**src/rtl/pulse_width_meter.sv**
```systemverilog
// Multi-channel pulse-width meter: counts active-level cycles per channel and strobes done with the result.
// Optional 2-flop input synchroniser enabled by defining PULSE_WIDTH_METER_SYNC_EN.
module pulse_width_meter #(
    parameter int CHANNELS    = 1,
    parameter int WIDTH       = 16,
    parameter bit ACTIVE_HIGH = 1'b1
) (
    input  logic                        clk,
    input  logic                        rst,
    input  logic [CHANNELS-1:0]         pulse_in,
    output logic [CHANNELS*WIDTH-1:0]   width_out,
    output logic [CHANNELS-1:0]         done,
    output logic [CHANNELS-1:0]         overflow,
    output logic [CHANNELS-1:0]         busy
);

    localparam logic [0:0]       IDLE     = 1'b0;
    localparam logic [0:0]       COUNT    = 1'b1;
    localparam logic             INACTIVE = ACTIVE_HIGH ? 1'b0 : 1'b1;
    localparam logic [WIDTH-1:0] CNT_ONE  = 1;
    localparam logic [WIDTH-1:0] CNT_MAX  = '1;

    logic [CHANNELS-1:0] s;
    logic [CHANNELS-1:0] a;

`ifdef PULSE_WIDTH_METER_SYNC_EN
    logic [CHANNELS-1:0] sync1;
    logic [CHANNELS-1:0] sync2;

    // Flops reset to the inactive level so reset release never looks like a pulse edge.
    always_ff @(posedge clk or posedge rst) begin
        if (rst) begin
            sync1 <= {CHANNELS{INACTIVE}};
            sync2 <= {CHANNELS{INACTIVE}};
        end else begin
            sync1 <= pulse_in;
            sync2 <= sync1;
        end
    end

    assign s = sync2;
`else
    assign s = pulse_in;
`endif

    assign a = ACTIVE_HIGH ? s : ~s;

    for (genvar i = 0; i < CHANNELS; i++) begin : g_chan
        logic [0:0]       state;
        logic             prev;
        logic [WIDTH-1:0] cnt;
        logic             sat;
        logic [WIDTH-1:0] result;
        logic             ovf_r;
        logic             done_r;
        logic             busy_r;

        // NOTE: every register here, including the published result, gets an explicit reset
        // value; prev resets to 1 so a pulse already active at reset release is ignored.
        always_ff @(posedge clk or posedge rst) begin
            if (rst) begin
                state  <= IDLE;
                prev   <= 1'b1;
                cnt    <= '0;
                sat    <= 1'b0;
                result <= '0;
                ovf_r  <= 1'b0;
                done_r <= 1'b0;
                busy_r <= 1'b0;
            end else begin
                // NOTE: non-blocking assignments so all flops update from pre-edge values.
                prev   <= a[i];
                done_r <= 1'b0;
                case (state)
                    IDLE: begin
                        if (a[i] && !prev) begin
                            cnt    <= CNT_ONE;
                            sat    <= 1'b0;
                            state  <= COUNT;
                            busy_r <= 1'b1;
                        end
                    end
                    COUNT: begin
                        if (a[i]) begin
                            if (cnt != CNT_MAX) cnt <= cnt + CNT_ONE;
                            else                sat <= 1'b1;
                        end else begin
                            result <= cnt;
                            ovf_r  <= sat;
                            done_r <= 1'b1;
                            state  <= IDLE;
                            busy_r <= 1'b0;
                        end
                    end
                    default: begin
                        state  <= IDLE;
                        busy_r <= 1'b0;
                    end
                endcase
            end
        end

        assign width_out[i*WIDTH +: WIDTH] = result;
        assign overflow[i]                 = ovf_r;
        assign done[i]                     = done_r;
        assign busy[i]                     = busy_r;
    end

endmodule

```
**config.mk**
```make
export PLATFORM = sky130hd
export DESIGN_NAME = pulse_width_meter
export DESIGN_NICKNAME = d
export VERILOG_FILES = /design/src/rtl/pulse_width_meter.sv
export SDC_FILE = /design/constraint.sdc
export NUM_CORES = 1
export LEC_CHECK = 0
export BUFFER_PORTS_ARGS = -buffer_cell sky130_fd_sc_hd__buf_4
export CORE_UTILIZATION = 43
export DETAILED_ROUTE_END_ITERATION = 10
export GPL_TIMING_DRIVEN = 0
export HOLD_SLACK_MARGIN = 0.03
export MAX_ROUTING_LAYER = met4
export PLACE_DENSITY = 0.61
export REMOVE_ABC_BUFFERS = 1
export SETUP_SLACK_MARGIN = 0.05
export SLEW_MARGIN = 20
export SYNTH_ARGS = -nofsm -noshare
export SYNTH_HDL_FRONTEND = slang
export SYNTH_SLANG_ARGS = --single-unit
```
**constraint.sdc**
```tcl
create_clock -name clk -period 1.85 [get_ports clk]
set_input_delay 0.37 -clock clk [delete_from_list [all_inputs] [get_ports clk]]
set_output_delay 0.37 -clock clk [all_outputs]
set_load 0.02 [all_outputs]
```
==> results of run 1 <==
==> critical path, delay by kind of cell (launching register included) <==
kind	cells	cell delay, ps
AND/OR/NAND/NOR	3	980
flip-flops	1	530
AO/OA/AOI/OAI	1	170
==> state kept, by name, indices dropped and copies added, names as in the netlist <==
name and flops:
busy 1, done 1, overflow 1, width_out 16
g_chan.prev 1, g_chan.sat 1, g_chan.cnt 16, g_chan.state 1
==> final timing paths <==
check,start,to
min in group clk,pulse_in,g_chan[0].prev$_DFF_PP1_
min,rst,g_chan[0].cnt[2]$_DFFE_PP0P_
max,g_chan[0].cnt[2]$_DFFE_PP0P_,g_chan[0].cnt[7]$_DFFE_PP0P_
min reg2reg,width_out[10]$_DFFE_PP0P_,width_out[10]$_DFFE_PP0P_
max in group asynchronous,rst,g_chan[0].prev$_DFF_PP1_
max reg2reg,g_chan[0].cnt[2]$_DFFE_PP0P_,g_chan[0].cnt[7]$_DFFE_PP0P_
==> Yosys cell counts, types with 5 or more instances <==
| cell | instances | area share, % |
|---|---|---|
| dfrtp_1 | 37 | 51 |
| inv_1 | 8 | 1.7 |
| clkbuf_1 | 5 | 1.0 |
| nor2_1 | 7 | 1.4 |
| nand3_1 | 9 | 2.5 |
| mux2i_1 | 7 | 3.9 |
| nand2_1 | 18 | 3.7 |
| mux2_2 | 15 | 9.3 |
==> cell families after synthesis <==
logic type      Yosys count
simple gates             56
flops                    38
compound gates           33
fa+ha+maj                 1
buf+inv                  16
mux                      22
==> timing repair <==
item,CTS,global route
hold buffers,0,0
setup endpoints to repair,34,14
buffers inserted,6,0
resized for setup,11,6
gates cloned,1,0
pin swaps,4,5
==> layer usage <==
layer  GRT usage (%)  vias to the layer above
li1                -                      676
met1            28.8                      718
met2            31.1                       42
met3            5.65                        6
met4            6.65                        0
met5               -                        -
==> final cells by class <==
class                      instances  area (µm²)
timing repair buffer              28         230
tap                               50        62.6
multi-input combinational        113         865
clock buffer                       5        68.8
inverter                           8        30.0
sequential                        38         958
clock inverter                     2        10.0
fill                             363        1800
==> report_power, final <==
part / leakage, nW / switching (mW) / internal, mW
Sequential: 0.496 / 0.201 / 1.02
Combinational: 0.487 / 0.338 / 0.338
Clock: 0.0438 / 0.275 / 0.253
Total: 1.03 / 0.815 / 1.61
==> flow_metrics.tcl, run 1 <==
set metrics [dict create \
    rsz0062_at_grt "true" \
    routed_wirelength_mm 4.06 \
    final_area_um2 2220 \
    diodes 0 \
    cp.required_ps 2060 \
    slew_viol_final 0 \
    status "finished, final reports clean" \
    crit_fanout 8 \
    setup_viol 0 \
    finalCritPeriodShare_pct 96.3 \
    overflow 0 \
    yosys_warnings 0 \
    ys_ff_latch 38 \
    vias_per_cell 5.91 \
    yosysUniqueCellTypes 43 \
    setup_slack_ps 69.3 \
    place_ws_ps -350 \
    drive_gt1_share_pct 35.1 \
    drtAntennaViolNets 0 \
    wl_per_cell_um 16.7 \
    dieHeight_um 67.0 \
    grt_antenna_before_repair 0 \
    synth-simple-area-share_pct 15.5 \
    finalClockSkew_ps 6.43 \
    final_common_cell "dfrtp_1" \
    clock-root-buffer "clkbuf_8" \
    clk_pin_slew_ps 70 \
    synth_async_sr_flop_share_pct 100 \
    cp_slowest_cell "or4_4" \
    worst_hold_slack_ps 90.1 \
    wl_met2_mm 1.91 \
    synth_mux_area_share_pct 13.2 \
    fmax_ghz 0.562 \
    min_period_ps 1780 \
    synth-seq-area-share_pct 52.4 \
    hold_viol_final 0 \
    io_buffer_count 21 \
    area_growth_pct 22.5 \
    fin_tns_setup_ps 0 \
    path_cells "nand3_4 -> or4_4 -> or2_4 -> a41oi_2" \
    synth_compound_area_share_pct 14.3 \
    finalNetCount 198 \
    syn_inst 166 \
    synth.cell_area_um2 1820 \
    dpl_cell_area_um2 2020 \
    total_power_mw 2.42 \
    end_kind "register" \
    die_area_um2 4490 \
    fin_cells 244 \
    synthXorXnorAreaFrac_pct 0 \
    slew_headroom_pct 67.4 \
    synth_top_family_by_area "simple AND/OR/NAND/NOR gates" \
    die_w_um 67.0 \
    clk_path_buf_depth 2 \
    core_um2 4030 \
    placementRows 23 \
    drc 0 \
    r2r_cells 4 \
    synth-edff-count 0 \
    synth_ff_type "dfrtp_1" \
    cpPeakStageDelay_ps 590 \
    place_congestion 0.824 \
    firstDrtPassIters 4 \
    post-route-util_pct 55.2 \
    htree_levels 2 \
    grt_pass1_wl_mm 6.75 \
    syn_area_per_cell_um2 10.9 \
    grt_pass1_vias 1318 \
    p_leak_nw 1.03 \
    place_inst 230 \
    ir_worst_vdd_uv 548 \
    clock_latency_ps 290 \
    grtUsageTotal_pct 21.3 \
    timing.setup.critical_path_class "reg -> reg" \
    power_density_nw_per_um2 1090 \
    drt-met1-wl_mm 1.90 \
    crit_arrival_ps 1990 \
    highest_layer "met4" \
    drt_iter0_markers 66 \
    grt_max_degree 21 \
    tightest_slew_ps 487 \
    route.met3.wl_um 200 \
    r2r_slack_ps 70 \
    numCtsBuffers 5 \
    synthAdderAreaFrac_pct 0.689 \
    ios 22 \
    dpl.hpwl_mm 2.59 \
    hp-class "in -> async" \
    clock-sinks 38 \
    final_cell_mix "dfrtp_1, buf_4, nand2_1" \
    cts_tree "done" \
    start_kind "register" \
    vias 1442 \
    cap_viol_max_count 0 \
    start_util_pct 45.1 \
]
Power figures use the tool's default switching activity.
==> run 2, diff against run 1 <==
--- a/config.mk
+++ b/config.mk
@@ -6,12 +6,12 @@
 export NUM_CORES = 1
 export LEC_CHECK = 0
 export BUFFER_PORTS_ARGS = -buffer_cell sky130_fd_sc_hd__buf_4
-export CORE_UTILIZATION = 43
+export CORE_UTILIZATION = 47
 export DETAILED_ROUTE_END_ITERATION = 10
 export GPL_TIMING_DRIVEN = 0
 export HOLD_SLACK_MARGIN = 0.03
 export MAX_ROUTING_LAYER = met4
-export PLACE_DENSITY = 0.61
+export PLACE_DENSITY = 0.73
 export REMOVE_ABC_BUFFERS = 1
 export SETUP_SLACK_MARGIN = 0.05
 export SLEW_MARGIN = 20
==> run 2 against run 1 <==
Sequential share of layout area down 0.40 points. Sequential cell count unchanged. Setup slack worse by 22 ps. First-iteration DRC count up 9.1%. Non-clock buffer count up 3. Critical path depth up 2. Largest power group unchanged.
==> flow_metrics.tcl, run 2 (synthesis results as in run 1) <==
set metrics [dict create \
    status "finished, final reports clean" \
    post-route-util_pct 61.4 \
    start_util_pct 49.2 \
    place_ws_ps -378 \
    reg2reg_from "g_chan[0].cnt[0]$_DFFE_PP0P_" \
    clk_pin_slew_ps 80 \
    htree_levels 2 \
    netSwitchingPower_uw 840 \
    setup_viol 0 \
    wl_per_cell_um 16.4 \
    timing.setup.critical_path_class "reg -> reg" \
    pwr-share-comb_pct 26.2 \
    place_congestion 0.873 \
    worst_hold_slack_ps 214 \
    grtUsageMet2_pct 36.3 \
    overflow 0 \
    placementRows 22 \
    clock_latency_ps 300 \
    ios 22 \
    finalCritPeriodShare_pct 97.4 \
    busiest_layer "met2" \
    seq_power_share_pct 47.1 \
    finalNetCount 200 \
    clkPwrFrac_pct 26.7 \
    drive_gt1_share_pct 40.1 \
    slew_viol_final 0 \
    grt_max_degree 39 \
    grt_pass1_vias 1465 \
    r2r_cells 6 \
    dieHeight_um 64.2 \
    r2r_slack_ps 50 \
    cts_tree "done" \
    hold_viol_final 0 \
    finalClockSkew_ps 13.2 \
    core_um2 3690 \
    routed_wirelength_mm 4.01 \
    numCtsBuffers 5 \
    min_period_ps 1800 \
    fmax_ghz 0.555 \
    firstDrtPassIters 4 \
    ir_worst_vdd_uv 617 \
    cp.required_ps 2070 \
    diodes 0 \
    use_met3_pct 3.21 \
    vias 1448 \
    p_int_mw 1.76 \
    drc 0 \
    power_density_nw_per_um2 1150 \
    rr_endpoint "g_chan[0].cnt[2]$_DFFE_PP0P_" \
    clk_path_buf_depth 2 \
    p_leak_nw 1.04 \
    final_area_um2 2270 \
    slew_headroom_pct 48.8 \
    dpl.hpwl_mm 2.57 \
    die_w_um 64.2 \
    setup_slack_ps 47.7 \
    start_kind "register" \
    hp-class "in -> async" \
    clock-sinks 38 \
    clock-root-buffer "clkbuf_8" \
    crit_arrival_ps 2030 \
    crit_fanout 6 \
    io_buffer_count 21 \
    die_area_um2 4120 \
    area_growth_pct 24.8 \
    drt_iter0_markers 72 \
    vias_per_cell 5.91 \
    tightest_slew_ps 767 \
    cap_viol_max_count 0 \
    dpl_cell_area_um2 1990 \
    switching_share_pct 32.3 \
    final_cell_mix "buf_4, dfrtp_1, nand2_1" \
    end_kind "register" \
    total_power_mw 2.60 \
    grt_pass1_wl_mm 6.84 \
    grtUsageTotal_pct 22.7 \
    grt_use_met1_pct 28.5 \
    final_common_cell "buf_4" \
    rsz0062_at_grt "true" \
    grt_antenna_before_repair 0 \
    drtAntennaViolNets 0 \
]
[run 2: metrics by stage]
| step | instances | TNS, ps |
|---|---|---|
| 4_1_cts | 243 | 0 |
| 2_1_floorplan | 158 | -511 |
| 3_5_place_dp | 227 | -6520 |
| 5_1_grt | 245 | 0 |
| 6_report | 245 | 0 |
| 3_3_place_gp | 227 | -4820 |
[run 2: worst max-delay path, stage by stage (launching register included)]
cell and delay [ps]:
dfrtp_2 390, ha_4 160, nand3_4 70, or4_4 580
buf_6 150, o21ai_4 210, a22o_1 170
[run 2: cell type report]
| type | instances | area [µm²] |
|---|---|---|
| Fill cell | 323 | 1420 |
| Sequential cell | 38 | 967 |
| Multi-Input combinational cell | 112 | 860 |
| Timing Repair Buffer | 31 | 240 |
| Clock buffer | 5 | 68.8 |
| Tap cell | 48 | 60.1 |
| Clock inverter | 3 | 40.0 |
| Inverter | 8 | 30.0 |
[run 2: power by group through the flow]
| stage | clock network (mW) | registers (mW) | logic, mW |
|---|---|---|---|
| 2_1_floorplan | 0 | 1.30 | 0.258 |
| 3_3_place_gp | 0 | 1.21 | 0.588 |
| 6_report | 0.695 | 1.23 | 0.683 |
| 5_1_grt | 0.734 | 1.26 | 0.737 |
| 3_5_place_dp | 0 | 1.22 | 0.606 |
| 4_1_cts | 0.701 | 1.21 | 0.676 |
[run 2: layer usage]
layer,up-vias,part of all wire (%)
li1,672,-
met4,0,1.2
met5,-,0
met3,5,4.2
met1,728,45
met2,43,50
[run 2: worst max path at each step]
stage,to,slack [ps],from,depth (start not counted)
floorplan,g_chan[0].cnt[7]$_DFFE_PP0P_,-120,g_chan[0].cnt[0]$_DFFE_PP0P_,5
global placement,g_chan[0].cnt[7]$_DFFE_PP0P_,-340,g_chan[0].cnt[0]$_DFFE_PP0P_,5
detailed placement,g_chan[0].cnt[7]$_DFFE_PP0P_,-380,g_chan[0].cnt[0]$_DFFE_PP0P_,5
CTS,g_chan[0].cnt[6]$_DFFE_PP0P_,40,g_chan[0].cnt[1]$_DFFE_PP0P_,6
global route,g_chan[0].cnt[2]$_DFFE_PP0P_,4,g_chan[0].cnt[0]$_DFFE_PP0P_,6
finish,g_chan[0].cnt[2]$_DFFE_PP0P_,50,g_chan[0].cnt[0]$_DFFE_PP0P_,6
[run 2: timing repair]
item | in CTS | in global routing
pin swaps | 6 | 4
gates resized for setup | 18 | 10
buffers inserted | 8 | 2
setup endpoints to repair | 34 | 17
hold buffers | 0 | 0
==> run 3, diff against run 2 <==
--- a/config.mk
+++ b/config.mk
@@ -7,11 +7,12 @@
 export LEC_CHECK = 0
 export BUFFER_PORTS_ARGS = -buffer_cell sky130_fd_sc_hd__buf_4
 export CORE_UTILIZATION = 47
+export CTS_CLUSTER_DIAMETER = 100
 export DETAILED_ROUTE_END_ITERATION = 10
 export GPL_TIMING_DRIVEN = 0
 export HOLD_SLACK_MARGIN = 0.03
 export MAX_ROUTING_LAYER = met4
-export PLACE_DENSITY = 0.73
+export PLACE_DENSITY = 0.71
 export REMOVE_ABC_BUFFERS = 1
 export SETUP_SLACK_MARGIN = 0.05
 export SLEW_MARGIN = 20
==> constraint.sdc (replaced) <==
create_clock -name clk -period 1.7 [get_ports clk]
set_input_delay 0.34 -clock clk [delete_from_list [all_inputs] [get_ports clk]]
set_output_delay 0.34 -clock clk [all_outputs]
set_load 0.02 [all_outputs]
==> run 3 against run 2 <==
The run now ends with negative setup slack left. Die area stayed put. Fmax shrank 0.17%. Core utilization rose by 4.2 points. Clock power grew 2%. Cell count increased by 4.9%. Setup slack got worse by 150 ps. Routed wire length grew 4.8%. Highest routed layer unchanged.
==> flow_metrics.tcl, run 3 (synthesis results as in run 1) <==
set metrics [dict create \
    tightest_slew_ps 754 \
    grtUsageTotal_pct 22.5 \
    firstDrtPassIters 4 \
    drt-met1-wl_mm 1.90 \
    clk_path_buf_depth 2 \
    setup_viol 13 \
    placementRows 22 \
    finalNetCount 212 \
    wl_met2_mm 2.02 \
    drc 0 \
    total_power_mw 2.85 \
    drt_iter0_markers 71 \
    area_growth_pct 33.4 \
    slew_headroom_pct 49.6 \
    cp_slowest_cell "or4_4" \
    cap_viol_max_count 0 \
    die_w_um 64.2 \
    post-route-util_pct 65.6 \
    crit_arrival_ps 2010 \
    clk_pin_slew_ps 80 \
    dieHeight_um 64.2 \
    violations "negative setup slack" \
    hp-class "in -> async" \
    final_cell_mix "buf_4, dfrtp_1, nand2_1" \
    start_kind "register" \
    grt_antenna_before_repair 0 \
    ir_worst_vdd_uv 575 \
    p_leak_nw 1.12 \
    ctsHoldBuffers 0 \
    fin_cells 257 \
    hold_viol_final 0 \
    path_delay_family "simple AND/OR/NAND/NOR gates" \
    place_congestion 0.905 \
    clock_latency_ps 290 \
    drtAntennaViolNets 0 \
    worst_hold_slack_ps 189 \
    place_inst 227 \
    ios 22 \
    die_area_um2 4120 \
    io_buffer_count 21 \
    core_um2 3690 \
    htree_levels 2 \
    grt_pass1_vias 1472 \
    overflow 0 \
    final_common_cell "buf_4" \
    grt_max_degree 39 \
    clock-root-buffer "clkbuf_8" \
    cts_tree "done" \
    clock-sinks 38 \
    min_period_ps 1810 \
    drive_gt1_share_pct 46.4 \
    cp_num_buf_inv 0 \
    vias 1511 \
    cp.required_ps 1900 \
    place_ws_ps -526 \
    vias_per_cell 5.88 \
    final_area_um2 2420 \
    routed_wirelength_mm 4.20 \
    setup_slack_ps -105 \
    highest_layer "met4" \
    fin_tns_setup_ps -474 \
    fmax_ghz 0.554 \
    route.met3.wl_um 160 \
    end_kind "register" \
    numCtsBuffers 5 \
    dpl_cell_area_um2 1990 \
    power_density_nw_per_um2 1180 \
    cpPeakStageDelay_ps 590 \
    path_cells "ha_4 -> nand3_4 -> or4_4 -> or2_4 -> a41oi_2" \
    rsz0062_at_grt "true" \
    crit_fanout 5 \
    slew_viol_final 0 \
    finalClockSkew_ps 9.49 \
    timing.setup.critical_path_class "reg -> reg" \
    wl_per_cell_um 16.4 \
    grt_pass1_wl_mm 6.87 \
    diodes 0 \
    dpl.hpwl_mm 2.51 \
    start_util_pct 49.2 \
    nFillCells 295 \
    status "complete, but fails checks" \
    finalCritPeriodShare_pct 106 \
]
## run 3: changes by cell type in the layout (fill, tap and decap cells not counted), sizes merged
cell	before	now
clkbuf	5	8
buf	31	42
clkinv	2	0
bufinv	1	0
or4	1	2
## run 3: final cells by class
cell class	instances	area, µm²	area share [%]
clock buffer	8	110	4.55
multi-input combinational	113	936	38.7
tap	48	60.1	2.48
sequential	38	962	39.7
timing repair buffer	42	323	13.3
inverter	8	30.0	1.24
## run 3: repair_timing
item                       4_1_cts  5_1_grt
setup endpoints to repair       34       17
resized for setup               24       12
gates cloned                     1        0
buffers inserted                16        5
pin swaps                       11       11
## run 3: worst register-to-register path, cell delays in order (launching register included)
cell	delay [ps]
dfrtp_1	400
ha_4	170
nand3_4	80
or4_4	590
or2_4	300
a41oi_2	190
## run 3: path summary, 6_finish.rpt
path / slack, ps / endpoint / startpoint / cells after the start
setup / recovery: -110 / g_chan[0].cnt[7]$_DFFE_PP0P_ / g_chan[0].cnt[1]$_DFFE_PP0P_ / 5
hold / removal: 190 / g_chan[0].cnt[9]$_DFFE_PP0P_ / rst / 2
setup reg to reg: -110 / g_chan[0].cnt[7]$_DFFE_PP0P_ / g_chan[0].cnt[1]$_DFFE_PP0P_ / 5
hold reg to reg: 490 / width_out[11]$_DFFE_PP0P_ / width_out[11]$_DFFE_PP0P_ / 2
max in group asynchronous: 980 / g_chan[0].cnt[0]$_DFFE_PP0P_ / rst / 2
min in group clk: 230 / g_chan[0].prev$_DFF_PP1_ / pulse_in / 1
## run 3: where the power goes
part / internal (mW) / switching (mW)
registers: 1.11 / 0.202
clock network: 0.409 / 0.300
logic: 0.412 / 0.415
## run 3: routing by layer
metal  global-route usage, %  vias to the layer above
met4                    10.3                        0
met1                    29.2                      758
met5                       -                        -
met2                    34.6                       42
li1                        -                      700
met3                    3.75                       11
